===== src/rtl/hazard_ctrl_pkg.sv =====
// Shared types and constants for the pipeline hazard controller.
// Forward-select encodings, FSM state encoding and the control-output bundle.
package hazard_ctrl_pkg;

    localparam logic [1:0] FWD_RF  = 2'b00;
    localparam logic [1:0] FWD_MEM = 2'b10;
    localparam logic [1:0] FWD_WB  = 2'b01;

    typedef enum logic {
        HZ_RUN      = 1'b0,
        HZ_MEM_WAIT = 1'b1
    } hz_state_e;

    typedef struct packed {
        logic pc_write;
        logic ifid_write;
        logic ifid_flush;
        logic idex_flush;
        logic pipe_freeze;
    } hz_ctrl_t;

    function automatic hz_ctrl_t ctrl_run();
        hz_ctrl_t c;
        c.pc_write    = 1'b1;
        c.ifid_write  = 1'b1;
        c.ifid_flush  = 1'b0;
        c.idex_flush  = 1'b0;
        c.pipe_freeze = 1'b0;
        return c;
    endfunction

    // The EX/MEM producer is younger than MEM/WB, so it wins when both match.
    function automatic logic [1:0] fwd_select(logic mem_hit, logic wb_hit);
        if (mem_hit) begin
            return FWD_MEM;
        end
        if (wb_hit) begin
            return FWD_WB;
        end
        return FWD_RF;
    endfunction

endpackage


===== src/rtl/hazard_ctrl_if.sv =====
// Pipeline-register observation and control bundle between the core and hazard_ctrl.
// master = controller side, slave = pipeline side.
interface hazard_ctrl_if #(
    parameter int unsigned REG_IDX_W = 5,
    parameter int unsigned CNT_W     = 32
) ();

    logic [REG_IDX_W-1:0] idRs1;
    logic [REG_IDX_W-1:0] idRs2;
    logic                 idUsesRs1;
    logic                 idUsesRs2;
    logic [REG_IDX_W-1:0] exRs1;
    logic [REG_IDX_W-1:0] exRs2;
    logic [REG_IDX_W-1:0] exWriteAddr;
    logic                 exRegWrite;
    logic                 exMemRead;
    logic [REG_IDX_W-1:0] memWriteAddr;
    logic                 memRegWrite;
    logic [REG_IDX_W-1:0] wbWriteAddr;
    logic                 wbRegWrite;
    logic                 exPCSrc;
    logic                 memReq;
    logic                 memReady;

    logic                 PCWrite;
    logic                 IFIDWrite;
    logic                 IFIDFlush;
    logic                 IDEXFlush;
    logic                 pipeFreeze;
    logic [1:0]           forwardA;
    logic [1:0]           forwardB;
    logic [CNT_W-1:0]     stallCycles;
    logic [CNT_W-1:0]     flushCount;

    modport master (
        input  idRs1, idRs2, idUsesRs1, idUsesRs2,
        input  exRs1, exRs2, exWriteAddr, exRegWrite, exMemRead,
        input  memWriteAddr, memRegWrite, wbWriteAddr, wbRegWrite,
        input  exPCSrc, memReq, memReady,
        output PCWrite, IFIDWrite, IFIDFlush, IDEXFlush, pipeFreeze,
        output forwardA, forwardB, stallCycles, flushCount
    );

    modport slave (
        output idRs1, idRs2, idUsesRs1, idUsesRs2,
        output exRs1, exRs2, exWriteAddr, exRegWrite, exMemRead,
        output memWriteAddr, memRegWrite, wbWriteAddr, wbRegWrite,
        output exPCSrc, memReq, memReady,
        input  PCWrite, IFIDWrite, IFIDFlush, IDEXFlush, pipeFreeze,
        input  forwardA, forwardB, stallCycles, flushCount
    );

endinterface


===== src/rtl/hazard_ctrl_forward_unit.sv =====
// Combinational ALU-operand forwarding select for one EX source register.
// Only compiled and used when HAZARD_FORWARD_EN is defined.
`ifdef HAZARD_FORWARD_EN
module hazard_ctrl_forward_unit
    import hazard_ctrl_pkg::*;
#(
    parameter int unsigned REG_IDX_W = 5
) (
    input  logic [REG_IDX_W-1:0] ex_rs_i,
    input  logic                 mem_reg_write_i,
    input  logic [REG_IDX_W-1:0] mem_write_addr_i,
    input  logic                 wb_reg_write_i,
    input  logic [REG_IDX_W-1:0] wb_write_addr_i,
    output logic [1:0]           fwd_sel_o
);

    localparam logic [REG_IDX_W-1:0] X0 = '0;

    logic mem_hit;
    logic wb_hit;

    // x0 is hardwired to zero, so a write to it must never be forwarded.
    always_comb begin
        mem_hit   = (ex_rs_i != X0) && mem_reg_write_i && (mem_write_addr_i == ex_rs_i);
        wb_hit    = (ex_rs_i != X0) && wb_reg_write_i && (wb_write_addr_i == ex_rs_i);
        fwd_sel_o = fwd_select(mem_hit, wb_hit);
    end

endmodule
`endif


===== src/rtl/hazard_ctrl.sv =====
// Five-stage pipeline sequencing controller: memory waits, taken branches, RAW stalls, counters.
// Build option HAZARD_FORWARD_EN adds operand forwarding and restricts stalls to load-use.
module hazard_ctrl
    import hazard_ctrl_pkg::*;
#(
    parameter int unsigned REG_IDX_W = 5,
    parameter int unsigned CNT_W     = 32
) (
    input logic           clk,
    input logic           reset,
    hazard_ctrl_if.master hz
);

    localparam logic [REG_IDX_W-1:0] X0      = '0;
    localparam logic [CNT_W-1:0]     CNT_ONE = CNT_W'(1);

    hz_state_e        state_q, state_d;
    logic [CNT_W-1:0] stall_cnt_q, stall_cnt_d;
    logic [CNT_W-1:0] flush_cnt_q, flush_cnt_d;

    logic       mem_wait;
    logic       load_use;
    logic       data_hazard;
    logic       branch_fire;
    hz_ctrl_t   ctrl;
    logic [1:0] fwd_a;
    logic [1:0] fwd_b;

    function automatic logic src_dep(
        logic                 wr,
        logic [REG_IDX_W-1:0] dst,
        logic                 uses1,
        logic [REG_IDX_W-1:0] rs1,
        logic                 uses2,
        logic [REG_IDX_W-1:0] rs2
    );
        return wr && (dst != X0) && ((uses1 && (rs1 == dst)) || (uses2 && (rs2 == dst)));
    endfunction

    always_comb begin
        load_use = src_dep(hz.exMemRead, hz.exWriteAddr, hz.idUsesRs1, hz.idRs1,
                           hz.idUsesRs2, hz.idRs2);
    end

`ifdef HAZARD_FORWARD_EN
    hazard_ctrl_forward_unit #(
        .REG_IDX_W (REG_IDX_W)
    ) u_fwd_a (
        .ex_rs_i          (hz.exRs1),
        .mem_reg_write_i  (hz.memRegWrite),
        .mem_write_addr_i (hz.memWriteAddr),
        .wb_reg_write_i   (hz.wbRegWrite),
        .wb_write_addr_i  (hz.wbWriteAddr),
        .fwd_sel_o        (fwd_a)
    );

    hazard_ctrl_forward_unit #(
        .REG_IDX_W (REG_IDX_W)
    ) u_fwd_b (
        .ex_rs_i          (hz.exRs2),
        .mem_reg_write_i  (hz.memRegWrite),
        .mem_write_addr_i (hz.memWriteAddr),
        .wb_reg_write_i   (hz.wbRegWrite),
        .wb_write_addr_i  (hz.wbWriteAddr),
        .fwd_sel_o        (fwd_b)
    );

    assign data_hazard = load_use;

    logic unused_ex_reg_write;
    assign unused_ex_reg_write = hz.exRegWrite;
`else
    assign fwd_a = FWD_RF;
    assign fwd_b = FWD_RF;

    // No bypass paths: any in-flight producer of an ID source holds ID until it retires.
    assign data_hazard = load_use
        || src_dep(hz.exRegWrite, hz.exWriteAddr, hz.idUsesRs1, hz.idRs1,
                   hz.idUsesRs2, hz.idRs2)
        || src_dep(hz.memRegWrite, hz.memWriteAddr, hz.idUsesRs1, hz.idRs1,
                   hz.idUsesRs2, hz.idRs2)
        || src_dep(hz.wbRegWrite, hz.wbWriteAddr, hz.idUsesRs1, hz.idRs1,
                   hz.idUsesRs2, hz.idRs2);

    logic unused_ex_rs;
    assign unused_ex_rs = ^{hz.exRs1, hz.exRs2};
`endif

    // Freeze only while memory is not ready: the cycle memReady rises is already a run cycle.
    always_comb begin
        mem_wait = !hz.memReady && ((state_q == HZ_MEM_WAIT) || hz.memReq);

        state_d = state_q;
        case (state_q)
            HZ_RUN: begin
                if (hz.memReq && !hz.memReady) begin
                    state_d = HZ_MEM_WAIT;
                end
            end
            HZ_MEM_WAIT: begin
                if (hz.memReady) begin
                    state_d = HZ_RUN;
                end
            end
            default: state_d = HZ_RUN;
        endcase
    end

    always_comb begin
        ctrl        = ctrl_run();
        branch_fire = 1'b0;
        if (reset) begin
            ctrl.pc_write   = 1'b0;
            ctrl.ifid_write = 1'b0;
            ctrl.ifid_flush = 1'b1;
            ctrl.idex_flush = 1'b1;
        end else if (mem_wait) begin
            ctrl.pc_write    = 1'b0;
            ctrl.ifid_write  = 1'b0;
            ctrl.pipe_freeze = 1'b1;
        end else if (hz.exPCSrc) begin
            ctrl.ifid_flush = 1'b1;
            ctrl.idex_flush = 1'b1;
            branch_fire     = 1'b1;
        end else if (data_hazard) begin
            ctrl.pc_write   = 1'b0;
            ctrl.ifid_write = 1'b0;
            ctrl.idex_flush = 1'b1;
        end
    end

    always_comb begin
        stall_cnt_d = stall_cnt_q;
        flush_cnt_d = flush_cnt_q;
        if (!reset && !ctrl.pc_write) begin
            stall_cnt_d = stall_cnt_q + CNT_ONE;
        end
        if (branch_fire) begin
            flush_cnt_d = flush_cnt_q + CNT_ONE;
        end
    end

    always_ff @(posedge clk) begin
        if (reset) begin
            state_q     <= HZ_RUN;
            stall_cnt_q <= '0;
            flush_cnt_q <= '0;
        end else begin
            state_q     <= state_d;
            stall_cnt_q <= stall_cnt_d;
            flush_cnt_q <= flush_cnt_d;
        end
    end

    assign hz.PCWrite     = ctrl.pc_write;
    assign hz.IFIDWrite   = ctrl.ifid_write;
    assign hz.IFIDFlush   = ctrl.ifid_flush;
    assign hz.IDEXFlush   = ctrl.idex_flush;
    assign hz.pipeFreeze  = ctrl.pipe_freeze;
    assign hz.forwardA    = reset ? FWD_RF : fwd_a;
    assign hz.forwardB    = reset ? FWD_RF : fwd_b;
    assign hz.stallCycles = stall_cnt_q;
    assign hz.flushCount  = flush_cnt_q;

endmodule

===== src/flat_wrapper.sv =====
// flat-port wrapper written by rule: the top's interface ports become plain ports
module hazard_ctrl_flat import hazard_ctrl_pkg::*;
#(
    parameter int unsigned REG_IDX_W = 5,
    parameter int unsigned CNT_W     = 32
)
  (clk, reset, hz_idRs1, hz_idRs2, hz_idUsesRs1, hz_idUsesRs2, hz_exRs1, hz_exRs2, hz_exWriteAddr, hz_exRegWrite, hz_exMemRead, hz_memWriteAddr, hz_memRegWrite, hz_wbWriteAddr, hz_wbRegWrite, hz_exPCSrc, hz_memReq, hz_memReady, hz_PCWrite, hz_IFIDWrite, hz_IFIDFlush, hz_IDEXFlush, hz_pipeFreeze, hz_forwardA, hz_forwardB, hz_stallCycles, hz_flushCount);
  hazard_ctrl_if #(.REG_IDX_W(REG_IDX_W), .CNT_W(CNT_W)) hz_i ();
  input logic clk;
  input logic reset;
  input wire logic [$bits(hz_i.idRs1)-1:0] hz_idRs1;
  input wire logic [$bits(hz_i.idRs2)-1:0] hz_idRs2;
  input wire logic [$bits(hz_i.idUsesRs1)-1:0] hz_idUsesRs1;
  input wire logic [$bits(hz_i.idUsesRs2)-1:0] hz_idUsesRs2;
  input wire logic [$bits(hz_i.exRs1)-1:0] hz_exRs1;
  input wire logic [$bits(hz_i.exRs2)-1:0] hz_exRs2;
  input wire logic [$bits(hz_i.exWriteAddr)-1:0] hz_exWriteAddr;
  input wire logic [$bits(hz_i.exRegWrite)-1:0] hz_exRegWrite;
  input wire logic [$bits(hz_i.exMemRead)-1:0] hz_exMemRead;
  input wire logic [$bits(hz_i.memWriteAddr)-1:0] hz_memWriteAddr;
  input wire logic [$bits(hz_i.memRegWrite)-1:0] hz_memRegWrite;
  input wire logic [$bits(hz_i.wbWriteAddr)-1:0] hz_wbWriteAddr;
  input wire logic [$bits(hz_i.wbRegWrite)-1:0] hz_wbRegWrite;
  input wire logic [$bits(hz_i.exPCSrc)-1:0] hz_exPCSrc;
  input wire logic [$bits(hz_i.memReq)-1:0] hz_memReq;
  input wire logic [$bits(hz_i.memReady)-1:0] hz_memReady;
  output wire logic [$bits(hz_i.PCWrite)-1:0] hz_PCWrite;
  output wire logic [$bits(hz_i.IFIDWrite)-1:0] hz_IFIDWrite;
  output wire logic [$bits(hz_i.IFIDFlush)-1:0] hz_IFIDFlush;
  output wire logic [$bits(hz_i.IDEXFlush)-1:0] hz_IDEXFlush;
  output wire logic [$bits(hz_i.pipeFreeze)-1:0] hz_pipeFreeze;
  output wire logic [$bits(hz_i.forwardA)-1:0] hz_forwardA;
  output wire logic [$bits(hz_i.forwardB)-1:0] hz_forwardB;
  output wire logic [$bits(hz_i.stallCycles)-1:0] hz_stallCycles;
  output wire logic [$bits(hz_i.flushCount)-1:0] hz_flushCount;
  assign hz_i.idRs1 = hz_idRs1;
  assign hz_i.idRs2 = hz_idRs2;
  assign hz_i.idUsesRs1 = hz_idUsesRs1;
  assign hz_i.idUsesRs2 = hz_idUsesRs2;
  assign hz_i.exRs1 = hz_exRs1;
  assign hz_i.exRs2 = hz_exRs2;
  assign hz_i.exWriteAddr = hz_exWriteAddr;
  assign hz_i.exRegWrite = hz_exRegWrite;
  assign hz_i.exMemRead = hz_exMemRead;
  assign hz_i.memWriteAddr = hz_memWriteAddr;
  assign hz_i.memRegWrite = hz_memRegWrite;
  assign hz_i.wbWriteAddr = hz_wbWriteAddr;
  assign hz_i.wbRegWrite = hz_wbRegWrite;
  assign hz_i.exPCSrc = hz_exPCSrc;
  assign hz_i.memReq = hz_memReq;
  assign hz_i.memReady = hz_memReady;
  assign hz_PCWrite = hz_i.PCWrite;
  assign hz_IFIDWrite = hz_i.IFIDWrite;
  assign hz_IFIDFlush = hz_i.IFIDFlush;
  assign hz_IDEXFlush = hz_i.IDEXFlush;
  assign hz_pipeFreeze = hz_i.pipeFreeze;
  assign hz_forwardA = hz_i.forwardA;
  assign hz_forwardB = hz_i.forwardB;
  assign hz_stallCycles = hz_i.stallCycles;
  assign hz_flushCount = hz_i.flushCount;
  hazard_ctrl #(.REG_IDX_W(REG_IDX_W), .CNT_W(CNT_W)) u_core (.clk(clk), .reset(reset), .hz(hz_i));
endmodule

===== config.mk =====
export PLATFORM = sky130hd
export DESIGN_NAME = hazard_ctrl_flat
export DESIGN_NICKNAME = d
export VERILOG_FILES = /design/src/rtl/hazard_ctrl_pkg.sv /design/src/rtl/hazard_ctrl_if.sv /design/src/rtl/hazard_ctrl_forward_unit.sv /design/src/rtl/hazard_ctrl.sv /design/src/flat_wrapper.sv
export SDC_FILE = /design/constraint.sdc
export NUM_CORES = 1
export LEC_CHECK = 0
export BUFFER_PORTS_ARGS = -buffer_cell sky130_fd_sc_hd__buf_4
export CORE_ASPECT_RATIO = 0.7
export CORE_MARGIN = 1.5
export CORE_UTILIZATION = 51
export DETAILED_ROUTE_END_ITERATION = 6
export HOLD_SLACK_MARGIN = 0.08
export PLACE_DENSITY_LB_ADDON = 0.3
export SLEW_MARGIN = 15
export SYNTH_ARGS = -nofsm -noshare
export SYNTH_HDL_FRONTEND = slang
export SYNTH_SLANG_ARGS = --single-unit

===== constraint.sdc =====
create_clock -name clk -period 2.8 [get_ports clk]
set_input_delay 0.56 -clock clk [delete_from_list [all_inputs] [get_ports clk]]
set_output_delay 0.56 -clock clk [all_outputs]
set_load 0.02 [all_outputs]

==> impl_results.md <==
- Max Freq: 0.369 GHz
- Clock power share: between 40% and 50%
- CP Max Fanout: 3
- Slew Viols, Final: 0
- Total power draw: about 0.0021 W
- Synth cell types: 52
- Nets: 585
- Final Wtd Congestion: roughly 0.85
- Initial antenna violation count: 0
- Clk_skew: 0.00793 ns
- Via count: 3500
- Worst-margin pin slew: between 0.6 and 0.7 ns
- RSZ-0062 raised after global routing: no
- Max_cap viols: 0
- Starting density of the core: around 53%
- Global-route wire length before repair: 14300 µm
- Net Sw Frac: about a quarter
- Area of the core: slightly below 7000 µm²
- Drt pass-1 iters: 4
- Clk pin slew, worst setup/hold paths: approximately 0.080 ns
- Final Hold Fails: 0
- # fillers: between 500 and 600
- Worst hold path class: register to register
- Seq cells post-synth: 65
- Outcome: completed
- Post-Syn Area: ~3600 µm²
- Sequential fraction of design power: 45.5%
- Core Util, Final: around 70%
- I/O pins: roughly 120
- Internal power: 0.00155 W
- Final setup margin: 0.0874 ns
- Synth warnings: 0
- Vias per cell: about 5.5
- Async SR Flop Fraction: 0%
- Setup violations, final: 0
- Area Overhead vs Synth: 32.1%
- Antenna cells: 0
- Detailed Route WL: about 9400 µm
- WP data required: approximately 2.2 ns
- Gr usage total: roughly a quarter
- Detail Placement HPWL: approximately 7000 µm
- Logic pwr share: 10.5%
- Sequential-to-total area share from yosys stat: a little over a third
- DRT antenna net count: 0
- CP Capture Type: output port
- Slew Limit Headroom: between 50% and 60%
- Setup TNS: 0 ns
- PD cells: ~430 nW/µm²
- CP max-delay cell: or4_1
- Crit-path most repeated cell: buf_4
- Clock buffer count from CTS: 9
- Htree depth: 3
- Total gr overflow: 0
- Largest net degree at the start of global routing: 48
- DIE WIDTH: 103 µm
- Gate count after technology mapping: ~430
- Postcts setup bufs: 0
- CTS Buffer Depth: 2
- Mapped Avg Cell Area: 8.48 µm²
- VDD IR max: roughly 0.28 mV
- Layout cells sized above 1: between 20% and 30%
- Crit path kind: input port to output port
- Part of the cycle the worst path needs: 96.9%
- Initial drt markers: roughly 120
- Die height: 73.3 µm
- CTS tree: done
- PortBufs: approximately 100
- Post-route minimum period: between 2 and 3 ns
- Worst Path Arrival: 2.15 ns
- CTS Hold Bufs: 0
- Die area: between 7000 and 8000 µm²
- Cell Rows: 25
- # DRC: 0
- Crit-path max cell delay: ~0.51 ns
- Worst path cell trace: buf_4 > or4_1 > o21ai_1 > o22a_1 > a21oi_2 > nor3_4 > buf_4
- Post-synth EDFFs: 0
- LEAKAGE: ~1.9 nW
- Setup crit start kind: input port
- NetSw: ~0.00051 W
- Clk root buf: clkbuf_8
- Post-place setup slack: slightly above 0.03 ns
- Most used flip-flop cell after synthesis: dfxtp_1
- WL/cell: 14.8 µm
- Vias in the first global route: between 3000 and 4000
- Sink Count: 65
- Clk_lat worst skew: between 0.3 and 0.4 ns
routing by layer:
metal | up-vias | share of wire, % | GRT usage [%]
li1 | 1722 | - | -
met1 | 1664 | 48 | 33.2
met2 | 104 | 45 | 37.4
met3 | 10 | 6.1 | 7.14
met4 | 0 | 1.1 | 5.71
met5 | - | 0 | 0
cell families after synthesis:
family / synth area share, %
adder cells (fa/ha/maj): 0.694
other: 0.104
AND/OR/NAND/NOR: 27.1
XOR/XNOR: 16.0
flip-flops: 36.1
AO/OA/AOI/OAI: 14.4
buffers and inverters: 4.34
multiplexers: 1.15
worst max-delay path, delay by kind of cell:
kind / cells / cell delay, ns
simple gates: 2 / 0.70
compound gates: 3 / 0.58
buf+inv: 2 / 0.31
final cells by class:
type | instances | area, µm² | share of cell area (%)
Clock buffer | 10 | 138 | 2.89
Multi-Input combinational cell | 331 | 2170 | 45.7
Timing Repair Buffer | 117 | 891 | 18.7
Inverter | 13 | 48.8 | 1.02
Tap cell | 94 | 118 | 2.47
Sequential cell | 65 | 1300 | 27.3
Clock inverter | 6 | 91.3 | 1.92
sequential cells by signal, indices dropped and copies added (netlist names):
signal,cells
u_core.hz.flushCount,32
u_core.hz.stallCycles,32
u_core.state_q,1
placed cells by master (no fill, tap or decap), types with 5 or more instances in the layout:
| cell | netlist | routed |
|---|---|---|
| and3_1 | 10 | 10 |
| and2_1 | 8 | 8 |
| xor2_1 | 46 | 46 |
| dfxtp_1 | 65 | 65 |
| inv_1 | 13 | 13 |
| nor2_1 | 48 | 48 |
| nand3b_1 | 5 | 5 |
| o21ai_0 | 18 | 17 |
| or4_1 | 5 | 5 |
| nand3_1 | 15 | 15 |
| buf_4 | 5 | 116 |
| nand2_1 | 34 | 34 |
| a21oi_1 | 25 | 24 |
| nor3_1 | 6 | 6 |
| or3_1 | 14 | 14 |
| nand4_1 | 17 | 17 |
| clkbuf_8 | 0 | 10 |
| a2111oi_2 | 5 | 5 |
| nor4_1 | 6 | 6 |
| xnor2_1 | 20 | 20 |
power groups by stage:
| stage | Combinational, W | Clock (W) | Sequential (W) |
|---|---|---|---|
| 6_report | 0.000217 | 0.000905 | 0.000937 |
| 5_1_grt | 0.000232 | 0.000960 | 0.000937 |
| 4_1_cts | 0.000214 | 0.000916 | 0.000937 |
| 3_5_place_dp | 0.000213 | 0 | 0.000958 |
| 3_3_place_gp | 0.000207 | 0 | 0.000958 |
| 2_1_floorplan | 0.000110 | 0 | 0.000963 |
cell usage after synthesis, drive strengths merged, types with 2 or more instances:
library cell / count / area share, %
nor3: 7 / 1.1
xnor2: 20 / 4.9
ha: 2 / 0.69
or4: 5 / 1.0
inv: 13 / 1.4
or2: 2 / 0.35
clkbuf: 9 / 0.94
a32oi: 3 / 0.73
and4: 3 / 0.73
a2111oi: 6 / 2.8
o22a: 2 / 0.49
o22ai: 2 / 0.35
nand2: 35 / 3.7
a31o: 2 / 0.49
a21oi: 26 / 3.7
nand3b: 5 / 1.0
xor2: 46 / 11
dfxtp: 65 / 36
o31ai: 3 / 0.62
nand2b: 2 / 0.35
and3: 10 / 1.7
mux2i: 3 / 0.83
a211oi: 3 / 0.62
nand3: 16 / 2.6
and2: 8 / 1.4
or3: 14 / 2.4
o21ai: 20 / 2.9
nor4: 8 / 2.2
nand4: 17 / 3.0
nor2: 48 / 5.0
buf: 10 / 2.0
stage by stage:
stage | instances | hold slack [ns] | cell area (µm²)
finish | 636 | 0.494 | 4760
global route | 636 | 0.533 | 4760
CTS | 636 | 0.496 | 4750
detailed placement | 620 | 0.482 | 4520
global placement | 620 | 0.470 | 4520
floorplan | 428 | 0.534 | 3620
path summary, 6_finish.rpt:
| check | from | slack [ns] | cells past startpoint | endpoint |
|---|---|---|---|---|
| max | hz_wbWriteAddr[0] | 0.09 | 7 | hz_IFIDWrite |
| min | u_core.hz.flushCount[31]$_SDFFE_PP0P_ | 0.49 | 2 | u_core.hz.flushCount[31]$_SDFFE_PP0P_ |
| max reg2reg | u_core.hz.stallCycles[10]$_SDFFE_PP0P_ | 0.41 | 7 | u_core.hz.stallCycles[25]$_SDFFE_PP0P_ |
| min reg2reg | u_core.hz.flushCount[31]$_SDFFE_PP0P_ | 0.49 | 2 | u_core.hz.flushCount[31]$_SDFFE_PP0P_ |
timing repair:
action | 4_1_cts | 5_1_grt
hold endpoints to repair | 0 | 0
gates resized for setup | 0 | 3
setup endpoints to repair | 0 | 2
No activity file was read; power rests on OpenSTA's default activity.
